### src/rtl/fetch_unit.sv
// Instruction-fetch stage and IF/ID pipeline register for the P5 MIPS pipeline.
// Owns the PC, runs the instruction-memory request/response handshake and
// honours hazard stalls plus branch/jump redirects, always delivering the
// delay-slot word to ID before the redirect target.
module fetch_unit #(
    parameter logic [31:0] RESET_PC = 32'h0000_3000,
    parameter logic [31:0] NOP_WORD = 32'h0000_0000
) (
    input  logic        clk,
    input  logic        rst_n,
    output logic        im_req,
    output logic [31:0] im_addr,
    input  logic [31:0] im_rdata,
    input  logic        im_rvalid,
    input  logic        stall,
    input  logic        redirect_valid,
    input  logic [31:0] redirect_pc,
    output logic [31:0] Instruction,
    output logic [31:0] id_pc,
    output logic [31:0] id_pc4,
    output logic        id_valid
);

    typedef enum logic [1:0] {
        IDLE  = 2'd0,
        FETCH = 2'd1,
        HOLD  = 2'd2
    } state_t;

    state_t      r_state;
    logic [31:0] r_fetchPc;
    logic [31:0] r_instr;
    logic [31:0] r_idPc;
    logic        r_idValid;
    logic        r_redirPending;
    logic [31:0] r_redirTarget;
    logic [31:0] r_holdBuf;
    logic [31:0] r_holdPc;

    state_t      w_nextState;
    logic [31:0] w_nextFetchPc;
    logic [31:0] w_nextInstr;
    logic [31:0] w_nextIdPc;
    logic        w_nextIdValid;
    logic        w_nextPending;
    logic [31:0] w_nextTarget;
    logic [31:0] w_nextHoldBuf;
    logic [31:0] w_nextHoldPc;
    logic        w_accept;
    logic        w_transfer;
    logic [31:0] w_advancePc;

    // Next-state and next-register values; a pending redirect beats a fresh
    // one, which beats sequential fetch, and the target is only applied when
    // the delay-slot word actually moves into IF/ID.
    always_comb begin
        w_nextState   = r_state;
        w_nextFetchPc = r_fetchPc;
        w_nextInstr   = r_instr;
        w_nextIdPc    = r_idPc;
        w_nextIdValid = r_idValid;
        w_nextPending = r_redirPending;
        w_nextTarget  = r_redirTarget;
        w_nextHoldBuf = r_holdBuf;
        w_nextHoldPc  = r_holdPc;
        w_transfer    = 1'b0;

        w_accept    = redirect_valid && r_idValid && !stall;
        w_advancePc = r_redirPending ? r_redirTarget
                    : (w_accept ? redirect_pc : r_fetchPc + 32'd4);

        case (r_state)
            IDLE: begin
                w_nextState = FETCH;
            end
            FETCH: begin
                if (im_rvalid) begin
                    if (!stall) begin
                        w_transfer    = 1'b1;
                        w_nextInstr   = im_rdata;
                        w_nextIdPc    = r_fetchPc;
                        w_nextIdValid = 1'b1;
                    end else begin
                        w_nextHoldBuf = im_rdata;
                        w_nextHoldPc  = r_fetchPc;
                        w_nextState   = HOLD;
                    end
                end else if (!stall) begin
                    w_nextInstr   = NOP_WORD;
                    w_nextIdValid = 1'b0;
                end
            end
            HOLD: begin
                if (!stall) begin
                    w_transfer    = 1'b1;
                    w_nextInstr   = r_holdBuf;
                    w_nextIdPc    = r_holdPc;
                    w_nextIdValid = 1'b1;
                    w_nextState   = FETCH;
                end
            end
            default: begin
                w_nextState = IDLE;
            end
        endcase

        if (w_transfer) begin
            w_nextFetchPc = w_advancePc;
            w_nextPending = 1'b0;
        end else if (w_accept) begin
            w_nextPending = 1'b1;
            w_nextTarget  = redirect_pc;
        end
    end

    // State and pipeline registers; reset abandons any outstanding request.
    always_ff @(posedge clk or negedge rst_n) begin
        if (!rst_n) begin
            r_state        <= IDLE;
            r_fetchPc      <= RESET_PC;
            r_instr        <= NOP_WORD;
            r_idPc         <= 32'd0;
            r_idValid      <= 1'b0;
            r_redirPending <= 1'b0;
            r_redirTarget  <= 32'd0;
            r_holdBuf      <= 32'd0;
            r_holdPc       <= 32'd0;
        end else begin
            r_state        <= w_nextState;
            r_fetchPc      <= w_nextFetchPc;
            r_instr        <= w_nextInstr;
            r_idPc         <= w_nextIdPc;
            r_idValid      <= w_nextIdValid;
            r_redirPending <= w_nextPending;
            r_redirTarget  <= w_nextTarget;
            r_holdBuf      <= w_nextHoldBuf;
            r_holdPc       <= w_nextHoldPc;
        end
    end

    assign im_req      = (r_state == FETCH);
    assign im_addr     = r_fetchPc;
    assign Instruction = r_instr;
    assign id_pc       = r_idPc;
    assign id_pc4      = r_idPc + 32'd4;
    assign id_valid    = r_idValid;

endmodule
### config.mk
export PLATFORM = sky130hd
export DESIGN_NAME = fetch_unit
export DESIGN_NICKNAME = d
export VERILOG_FILES = /design/src/rtl/fetch_unit.sv
export SDC_FILE = /design/constraint.sdc
export NUM_CORES = 1
export LEC_CHECK = 0
export ABC_AREA = 0
export CAP_MARGIN = 15
export CORE_MARGIN = 10
export CORE_UTILIZATION = 55
export DETAILED_ROUTE_END_ITERATION = 10
export PLACE_DENSITY = 0.92
export SLEW_MARGIN = 30
export SYNTH_ARGS = -nofsm -noshare
export SYNTH_HDL_FRONTEND = slang
export SYNTH_SLANG_ARGS = --single-unit
### constraint.sdc
create_clock -name clk -period 4.3 [get_ports clk]
set_clock_uncertainty 0.05 [all_clocks]
set_input_delay 0.43 -clock clk [delete_from_list [all_inputs] [get_ports clk]]
set_output_delay 0.43 -clock clk [all_outputs]
set_load 0.03 [all_outputs]
# Yosys cells after proc, flatten, opt, wreduce, memory -nomap -nowiden
# Cells that the tools add are included.
dict set report classes {
  addsub 2
  eq_ne 7
  mux 24
  n_bitwise 1
  n_reduce_logical 12
}
# operator count
set op_table {}
lappend op_table {{$mux 32} 9}
lappend op_table {{$pmux 32 s2} 2}
lappend op_table {{$add 32x3->32 const B} 2}
lappend op_table {{$reduce_and 3->1} 3}
lappend op_table {{$mux 1} 7}
lappend op_table {{$mux 2} 3}
lappend op_table {{$pmux 2 s3} 1}
lappend op_table {{$ne 2x1->1 const B} 2}
lappend op_table {{$ne 2x2->1 const B} 2}
lappend op_table {{$pmux 1 s2} 2}
lappend op_table {{$reduce_and 2->1} 2}
lappend op_table {{$reduce_and 4->1} 1}
lappend op_table {{$reduce_bool 2->1} 2}
lappend op_table {{$ne 3x3->1 const B} 1}
lappend op_table {{$eq 2x1->1 const B} 1}
lappend op_table {{$eq 2x2->1 const B} 1}
lappend op_table {{$logic_and 1x1->1} 2}
lappend op_table {{$logic_not 2->1} 1}
lappend op_table {{$logic_not 1->1} 1}
lappend op_table {{$not 1->1} 1}
dict set report word_totals {
  reg_bits 196
  inputBits 69
  out_inout_bits 130
  wordCells 55
}

# Depth between registers and ports, before layout
# Gate-level depths: netlist of run 1.
dict set report depth {
  depth_word 5
  depth_mapped 10
  ltp_nobuf 7
}

# Least setup slack after synthesis of run 1
# No wires, ideal clock.
dict set report synth_path {
  path_kind {reg2out}
  startpoint {register r_idPc[16] (netlist: id_pc[16])}
  endpoint {output port id_pc4[31]}
  t_arrival_ns 2.026
  t_required_ns 3.820
  path_slack_ns 1.794
  path_stages_with_launch 6
  path_cell_list {dfrtp_1 and4_1 and4_1 and4_1 nand4_1 xnor2_1}
}
dict set report synth_via {
  elab_chain_cells 1
}
# element line_no
set synth_lines {}
lappend synth_lines {{from (decl)} 33} ;# logic [31:0] r_idPc;
lappend synth_lines {{from (signal assigned)} 132} ;# r_idPc <= w_nextIdPc;
lappend synth_lines {{$add 32x3->32} 145} ;# assign id_pc4 = r_idPc + 32'd4;
lappend synth_lines {{to (decl)} 20} ;# output logic [31:0] id_pc4,
# Every way passes these cells.

# Worst setup path in the final report of run 1
dict set report layout_path {
  startpoint {register r_idPc[4] (netlist: id_pc[4])}
  endpoint {output port id_pc4[31]}
}
# The elaborated chain is that of the path after synthesis.

==> out/qor.csv, run 1 <==
metric,value,unit
outcome,completed,
total gr overflow,0,
Sink Count,196,
Area contributors post-synth,"dfrtp_1, mux2_2, a21oi_1",
synthesized flop and latch total,196,
core area,17240,sq um
Die Y-Extent,152.3,um
crit share post-route,76.80,%
critical path capture point type,output pin,
Synth top area share,50.41,%
CTS Hold Bufs,0,
largest net degree at the start of global routing,122,
# DRC,0,
# IOs,199,
number of global-route vias before repair,7846,
Min-Delay Path Class,in2async,
pre-CTS setup slack,1.406,ns
Max-slew headroom,33.78,%
Worst Tran Pin Value,0.9933,ns
maxcap violations,0,
row count,48,
CTS Buffer Depth,2,
crit path kind,reg2out,
Setup TNS,0,ns
vias per cell,6.014,
n_diodes,0,
Synth Area per Inst,10.39,sq um
leak pwr,4.990,nW
fillers,1164,
Post-synth ARST share,100.0,%
clock latency on the worst-skew pair,0.44,ns
Pwr per Cell Area,827.0,nW/um^2
critical path arrival,2.82,ns
Post-synth top flop,dfrtp_1,
Starting Density,55.87,%
RSZ-0062 raised after global routing,false,
CTS tree,built,
Max VDD drop,486.1,uV
initial antenna violation count,0,
Pwr Total,10.22,mW
P&R area growth vs syn,28.36,%
Die ar.,23200,sq um
Post-CTS Setup Bufs,0,
DRT Wirelength,26.38,mm
DR pass1 iterations,5,
Unique masters post-synth,63,
Synth Cell Area,9630,sq um
Detail Placement HPWL,18.43,mm
number of CTS-inserted buffers,17,
Root Buffer,clkbuf_16,
minimum clock period,3.302,ns
"EDFF count, synth",0,
first-pass GRT wire length,42.37,mm
Setup crit start kind,flop,
Hold Slack,0.3945,ns
layout cells sized above 1,14.49,%
"CTS clk-pin slew, worst paths",0.07,ns
Final nets,1165,
"Max FO, Critical Path",8,
Syn Nets,1001,
H-Tree Depth,4,
"Hold Vio Cnt, Final",0,
"Setup violations, final",0,
via count,7993,
DR iter-0 viols,900,
worst path required time,3.82,ns
synth warn,0,
Peak Freq,302.8,MHz
Max Slew Vio Count,0,
cells after synthesis,927,
GR Util All Layers,22.04,%
min setup slack post-route,0.9977,ns
Routed Antenna Nets,0,
top-count cell post-synth,dfrtp_1,
"Gates resized, CTS repair",0,
most common library cells after synthesis,"dfrtp_1, nand2_1, mux2_2",
Die W,152.3,um
post-layout util,71.72,%
Port-buffer cells,198,
Synth area leader,dfrtp_1,
FF/Latch Area,4908,sq um
Wirelength per Cell,19.85,um
GP Congestion,0.8853,
"Seq/Total Area, Yosys",50.95,%
FF-to-FF path depth,6,
multi-input logic area,4400,sq um
==> final timing paths <==
kind / start / endpoint / slack, ns
max: id_pc[4]$_DFFE_PN0P_ / id_pc4[31] / 1.0
min: rst_n / r_redirTarget[1]$_DFFE_PN0P_ / 0.39
max reg2reg: r_state[1]$_DFFE_PN0P_ / r_redirTarget[10]$_DFFE_PN0P_ / 1.40
min reg2reg: Instruction[17]$_DFFE_PN0P_ / Instruction[17]$_DFFE_PN0P_ / 0.43
max in group asynchronous: rst_n / r_holdBuf[13]$_DFFE_PN0P_ / 2.69
min in group clk: Instruction[17]$_DFFE_PN0P_ / Instruction[17]$_DFFE_PN0P_ / 0.43
==> report_power, final <==
group / leakage (nW) / total, mW / switching, mW / internal [mW]
combinational: 2.32 / 4.94 / 2.80 / 2.14
clock: 0.296 / 1.64 / 0.756 / 0.887
sequential: 2.38 / 3.64 / 0.906 / 2.73
total: 4.99 / 10.2 / 4.47 / 5.76
==> critical path, stage by stage, from the launching register on <==
cell	delay, ns
dfrtp_1	0.45
and3_1	0.25
nand3_1	0.16
nor2_1	0.45
nand4_1	0.20
xnor2_1	0.17
clkdlybuf4s50_1	0.69
==> flip-flops by register name (all words and copies together) (netlist names) <==
register,count
id_valid,1
id_pc,32
r_redirPending,1
r_redirTarget,32
r_state,2
r_holdPc,32
im_addr,32
r_holdBuf,32
Instruction,32
==> layout by cell type (no fill, tap or decap), types with 6 or more instances in the layout <==
cell type	instances
and4_1	9
buf_4	13
nor3_1	9
nor2_1	67
a22oi_1	32
nand3b_1	6
nand4_1	14
mux2_2	93
xnor2_1	24
clkbuf_16	17
dfrtp_1	193
inv_1	11
clkdlybuf4s50_1	197
and3_1	6
nand3_1	16
a211oi_1	11
inv_8	6
o21ai_0	74
a31oi_1	6
nand2_1	95
a21oi_1	78
mux2i_1	32
xor2_1	7
==> area by class of cell <==
class	count	share of cell area [%]
Sequential cell	196	39.71
Multi-Input combinational cell	652	35.60
Timing Repair Buffer	213	17.17
Clock buffer	17	3.441
Tap cell	225	2.277
Clock inverter	15	1.478
Inverter	11	0.3340
==> per-stage QoR <==
step / instance area [sq um] / std cells
3_5_place_dp: 11720 / 1295
4_1_cts: 12320 / 1327
2_1_floorplan: 9630 / 927
5_1_grt: 12360 / 1329
3_3_place_gp: 11720 / 1295
6_report: 12360 / 1329
==> cell families (layout without fill, tap and decap cells) <==
group | count (synthesis) | count (layout) | share of synthesized area, %
xor+xnor | 31 | 31 | 2.819
fa+ha+maj | 5 | 5 | 0.6496
mux | 125 | 125 | 14.20
buf+inv | 79 | 256 | 3.833
flops | 196 | 196 | 50.95
simple gates | 253 | 253 | 12.75
compound gates | 238 | 238 | 14.80
==> per-layer routing <==
metal,up-vias,GRT usage [%],wire (um)
met5,-,0,0
li1,3670,-,-
met4,0,9.216,830
met3,66,5.391,2008
met1,3904,28.24,11060
met2,353,34.93,12480
(Power assumes the default switching activity.)
==> inputs of run 2 (changes only) <==
CORE_UTILIZATION = 47   (was 55)
PLACE_DENSITY = 0.84   (was 0.92)
clock period = 2.71 ns   (was 4.3 ns; I/O delays follow)
==> run 2 against run 1 <==
Final area up 3.0%. Sequential share of layout area down 1.1 points. Final cell count up 4.8%. Largest cell class unchanged. Register-to-register slack worse by 1.1 ns. Via count down 0.65%. Flip-flop and latch count unchanged. Setup slack worse by 0.83 ns. Utilization down 8.6 points. Critical endpoint is now id_pc4[22]. Critical path type unchanged. Power up 62%.
==> out/qor.csv, run 2 (synthesis gave the netlist of run 1 again) <==
metric,value,unit,change
Int Pwr,9.563,mW,+66%
via count,7941,,-0.65%
Final nets,1186,,+1.8%
Sink Count,196,,unchanged
Max Slew Vio Count,0,,unchanged
clock share of power,16.9,%,+0.8 points
Root Buffer,clkbuf_16,,
reg2reg end,r_redirTarget[20]$_DFFE_PN0P_,,
Sw Share,42.32,%,-1.4 points
DR iter-0 viols,712,,-21%
Worst Tran Pin Value,0.6285,ns,-0.3648 ns
CP dominant cell by count,buf_4,,
FF-to-FF path depth,7,,+1
# IOs,199,,unchanged
worst path required time,2.39,ns,-1.43 ns
Setup crit start kind,flop,,
Pwr per Cell Area,1303,nW/um^2,+58%
combinational power share,48.5,%,+0.2 points
pre-CTS setup slack,0.3878,ns,-1.018 ns
"CTS clk-pin slew, worst paths",0.07,ns,about the same
"Max FO, Critical Path",8,,unchanged
minimum clock period,2.545,ns,
Setup TNS,0,ns,unchanged
Max-slew headroom,58.10,%,+24 points
"Hold Vio Cnt, Final",0,,unchanged
total gr overflow,0,,unchanged
n_diodes,0,,unchanged
DRT Wirelength,26.76,mm,+1.5%
critical path capture point type,output pin,,
Die ar.,26620,sq um,+15%
Min-Delay Path Class,in2async,,
Detail Placement HPWL,19.35,mm,+4.9%
row count,52,,+8.3%
critical path arrival,2.22,ns,-0.60 ns
largest net degree at the start of global routing,65,,-47%
GR Util All Layers,19.74,%,-2.3 points
placed cells,1362,,+5.2%
crit share post-route,93.93,%,
RSZ-0062 raised after global routing,true,,
"slowest stage cell, crit path",dfrtp_1,,
Finished Cell Area,12730,sq um,+3.0%
cell-by-cell trace of the critical path,and4_1 -> nand2_1 -> nor3_2 -> buf_4 -> nand4_1 -> xnor2_1 -> buf_4,,
H-Tree Depth,4,,unchanged
Worst R2R Setup Slack,0.31,ns,-1.09 ns
crit path kind,reg2out,,
Max VDD drop,631.8,uV,+30%
Routed Antenna Nets,0,,unchanged
first-pass GRT wire length,42.42,mm,+0.13%
CTS tree,built,,
"most common cell after layout, fill and taps aside",dfrtp_1,,
Die Y-Extent,163.1,um,+7.1%
Wirelength per Cell,19.21,um,-3.2%
Max stage delay on crit path,0.51,ns,-0.18 ns
vias per cell,5.701,,-5.2%
min setup slack post-route,0.1646,ns,-0.8331 ns
P&R area growth vs syn,32.16,%,
DR pass1 iterations,5,,unchanged
Starting Density,47.75,%,-8.1 points
Flop pwr share,34.6,%,-1.0 points
maxcap violations,0,,unchanged
GP Congestion,0.8919,,+0.75%
"Setup violations, final",0,,unchanged
clock latency on the worst-skew pair,0.43,ns,about the same
Port-buffer cells,198,,unchanged
Worst R2R Start,r_state[0]$_DFFE_PN0P_,,
leak pwr,5.203,nW,+4.3%
# DRC,0,,unchanged
outcome,completed,,
core area,20170,sq um,+17%
initial antenna violation count,0,,unchanged
P_sw,7.017,mW,+57%
number of CTS-inserted buffers,17,,unchanged
Die W,163.1,um,+7.1%
Peak Freq,392.9,MHz,
"Cell Area, Placed",12030,sq um,+2.7%
CTS Buffer Depth,2,,unchanged
number of global-route vias before repair,7697,,-1.9%
non-filler cells in the finished layout,1393,,+4.8%
layout cells sized above 1,18.08,%,+3.6 points
most frequent cells in the layout,"dfrtp_1, clkdlybuf4s50_1, nand2_1, mux2_2, a21oi_1",,
[run 2: cell count changes in the layout (fill, tap and decap cells not counted), moves of 4 or more]
cell             change
buf_12              +11
dfrtp_2              +4
clkdlybuf4s50_1     -23
dfrtp_1              -4
inv_8                -6
dlymetal6s2s_1       +4
buf_4               +27
[run 2: metrics by stage]
step	hold WS (ns)	power, mW	util [%]
global placement	0.2160	13.58	59.67
global route	0.3395	17.53	63.10
floorplan	-0.07459	10.40	-
detailed placement	0.2182	13.82	59.67
finish	0.3061	16.58	63.10
CTS	0.3266	16.66	62.93
[run 2: critical path, delay by kind of cell (launching register included)]
kind | cells | cell delay [ns]
simple gates | 4 | 0.70
flops | 1 | 0.51
buf+inv | 2 | 0.39
xor+xnor | 1 | 0.19
[run 2: cell type report]
type	instances	area (sq um)
repair buffers	234	2362
inverters	11	41.29
well taps	270	337.8
clock buffers	19	452.9
clock inverters	11	197.7
fillers	1625	7442
flip-flops and latches	196	4913
multi-input cells	652	4422
[run 2: layer usage]
| metal | global-route usage, % | share of wire (%) |
|---|---|---|
| met3 | 5.084 | 7.9 |
| met4 | 3.770 | 0.72 |
| met5 | 0 | 0 |
| met2 | 30.90 | 47 |
| met1 | 27.18 | 45 |
[run 2: power by group through the flow]
| stage | registers, mW | clock network (mW) | logic, mW |
|---|---|---|---|
| final | 5.73 | 2.81 | 8.04 |
| after global routing | 5.94 | 2.98 | 8.61 |
| after CTS | 5.70 | 2.85 | 8.11 |
| after detailed placement | 5.75 | 0 | 8.08 |
| after global placement | 5.66 | 0 | 7.92 |
| after floorplan | 6.64 | 0 | 3.76 |
[run 2: worst max-delay path by stage]
stage	startpoint	endpoint	slack, ns	cells past startpoint
2_1_floorplan	r_state[1]$_DFFE_PN0P_	r_redirTarget[10]$_DFFE_PN0P_	0.31	9
3_3_place_gp	id_pc[7]$_DFFE_PN0P_	id_pc4[13]	0.44	5
3_5_place_dp	id_pc[8]$_DFFE_PN0P_	id_pc4[25]	0.39	7
4_1_cts	id_pc[8]$_DFFE_PN0P_	id_pc4[25]	0.02	7
5_1_grt	id_pc[16]$_DFFE_PN0P_	id_pc4[31]	-0.007	6
6_report	id_pc[11]$_DFFE_PN0P_	id_pc4[22]	0.16	7
[run 2: repair_timing]
| item | 4_1_cts | 5_1_grt |
|---|---|---|
| buffers inserted | 0 | 0 |
| endpoints found under the hold margin | 51 | 0 |
| hold buffers | 1 | 0 |
| endpoints found under the setup margin | 7 | 12 |
| resized for setup | 4 | 12 |
==> RTL edit, RTL diff (config.mk and constraints of run 1) <==
The 3 states of `state_t` get a one-hot encoding in 3 bits.
--- a/src/rtl/fetch_unit.sv
+++ b/src/rtl/fetch_unit.sv
@@ -21,10 +21,10 @@
     output logic        id_valid
 );
 
-    typedef enum logic [1:0] {
-        IDLE  = 2'd0,
-        FETCH = 2'd1,
-        HOLD  = 2'd2
+    typedef enum logic [2:0] {
+        IDLE  = 3'b001,
+        FETCH = 3'b010,
+        HOLD  = 3'b100
     } state_t;
 
     state_t      r_state;
Formal check against the unedited RTL: same outputs for any inputs over 4 cycles, from zero or initial values and one cycle with rst_n low; so few cycles prove little.
==> RTL edit against run 1 <==
- power increased by 0.47%
- worst setup slack got worse by 0.35 ns
- routed wire length increased by 5.2%
- cell area decreased by 0.23%
- fmax decreased by 9.6%
- synthesized area about the same
- critical path type unchanged
- count of clock-buffer cells in the layout increased by 1
- sequential cell count increased by 1
==> RTL edit: results (changes against run 1) <==
Layout
  – Buffer share of cell area: 0.1712 (-0.0004108)
  – Non-clk invs: 8 (-3)
  – Share of post-route cells with drive strength above 1: 0.1385 (-0.006426)
  – Sequential cell area share: 0.4000 (+0.002956)
  – Area of the multi-input gates: 0.004350 sq mm (-1.1%)
  – Nets: 1206 (+3.5%)
  – Layout fillers: 1221 (+4.9%)
  – ANT cells: 2 (+2)
  – Final Cell Area: 0.01233 sq mm (-0.23%)
  – Sequential cells: 197 (+0.51%)
  – CLK BUF: 18 (+1)
  – #MultiIn Comb: 698 (+7.1%)
  – Non-filler cells, final: 1375 (+3.5%)

Global route
  – Initial antenna violation count: 1 (+1)
  – First-pass GRT wire length: 44.09 mm (+4.1%)
  – Met3 GRT Util: 0.04347 (-0.01044)
  – Vias in the first global route: 7983 (+1.7%)
  – Largest net degree at the start of global routing: 116 (-4.9%)
  – GR Util met2: 0.3723 (+0.02301)
  – GRT met1 Usage: 0.2957 (+0.01339)

Setup path
  – Critical Path End: id_pc4[26]
  – CP max FO: 7 (-1)
  – Arrival time at the worst endpoint: 3.17 ns (+0.35 ns)
  – Reg2Reg Setup Slack: 1.83 ns (+0.43 ns)
  – CP max stage cell: clkdlybuf4s50_1

Logic synthesis
  – Mapped Nets: 1048 (+4.7%)
  – Compound-gate portion of the synthesized area: 0.1281 (-0.01986)
  – Avg Cell Area, Syn: 9.856 sq um (-5.1%)
  – Sequential area share after synthesis: 0.5123 (+0.002795)
  – Synth top cells by count: dfrtp_1, nand2_1, mux2_2, nor2_1, a31oi_1
  – Top cells by area, synth: dfrtp_1, mux2_2, nand2_1, a31oi_1, nor2_1
  – Xor/xnor cell area share of the yosys netlist: 0.03183 (+0.003642)
  – Adder-cell area share of the yosys netlist: 0.002599 (-0.003897)

Detailed routing
  – Met3 wire length: 2.074 mm (+3.3%)
  – Met1 WL: 11.21 mm (+1.4%)
  – DR vias: 8381 (+4.9%)
  – 1st-iter DRT viols: 705 (-22%)
  – Wirelength, routed: 27.75 mm (+5.2%)
  – Detail Route met2 WL: 13.56 mm (+8.7%)

Power and ir drop
  – Worst vdd ir: 0.6070 mV (+25%)
  – P_leak: 5.017 nW (+0.53%)

Place
  – Placed cell area: 0.01171 sq mm (about the same)
  – Dpl hpwl: 19.12 mm (+3.7%)
  – Placed cells: 1341 (+3.6%)
  – Gpl congestion: 0.9070 (+2.5%)

STA
  – Tightest Pin Transition: 0.8704 ns (-0.1229 ns)
  – Final worst setup slack: 0.6488 ns (-0.3489 ns)

Outcome
  – Status: finished clean
==> RTL edit: changes by cell type after synthesis, sizes merged, moves of 6 or more <==
| cell | run 1 | this run |
|---|---|---|
| a21oi | 79 | 48 |
| a22oi | 32 | 0 |
| a31oi | 6 | 76 |
| and3 | 6 | 17 |
| buf | 34 | 17 |
| clkbuf | 34 | 57 |
| mux2i | 32 | 0 |
| nand2 | 96 | 139 |
| nand3 | 20 | 56 |
| nor2 | 70 | 96 |
| o21ai | 76 | 36 |
| or3 | 0 | 6 |
| xnor2 | 24 | 18 |
| xor2 | 7 | 17 |
==> RTL edit: where the power goes <==
| part | internal, mW | leakage [nW] | switching, mW |
|---|---|---|---|
| Sequential | 2.77 | 2.35 | 0.945 |
| Clock | 0.938 | 0.298 | 0.749 |
| Combinational | 2.11 | 2.36 | 2.76 |
| Total | 5.82 | 5.02 | 4.45 |
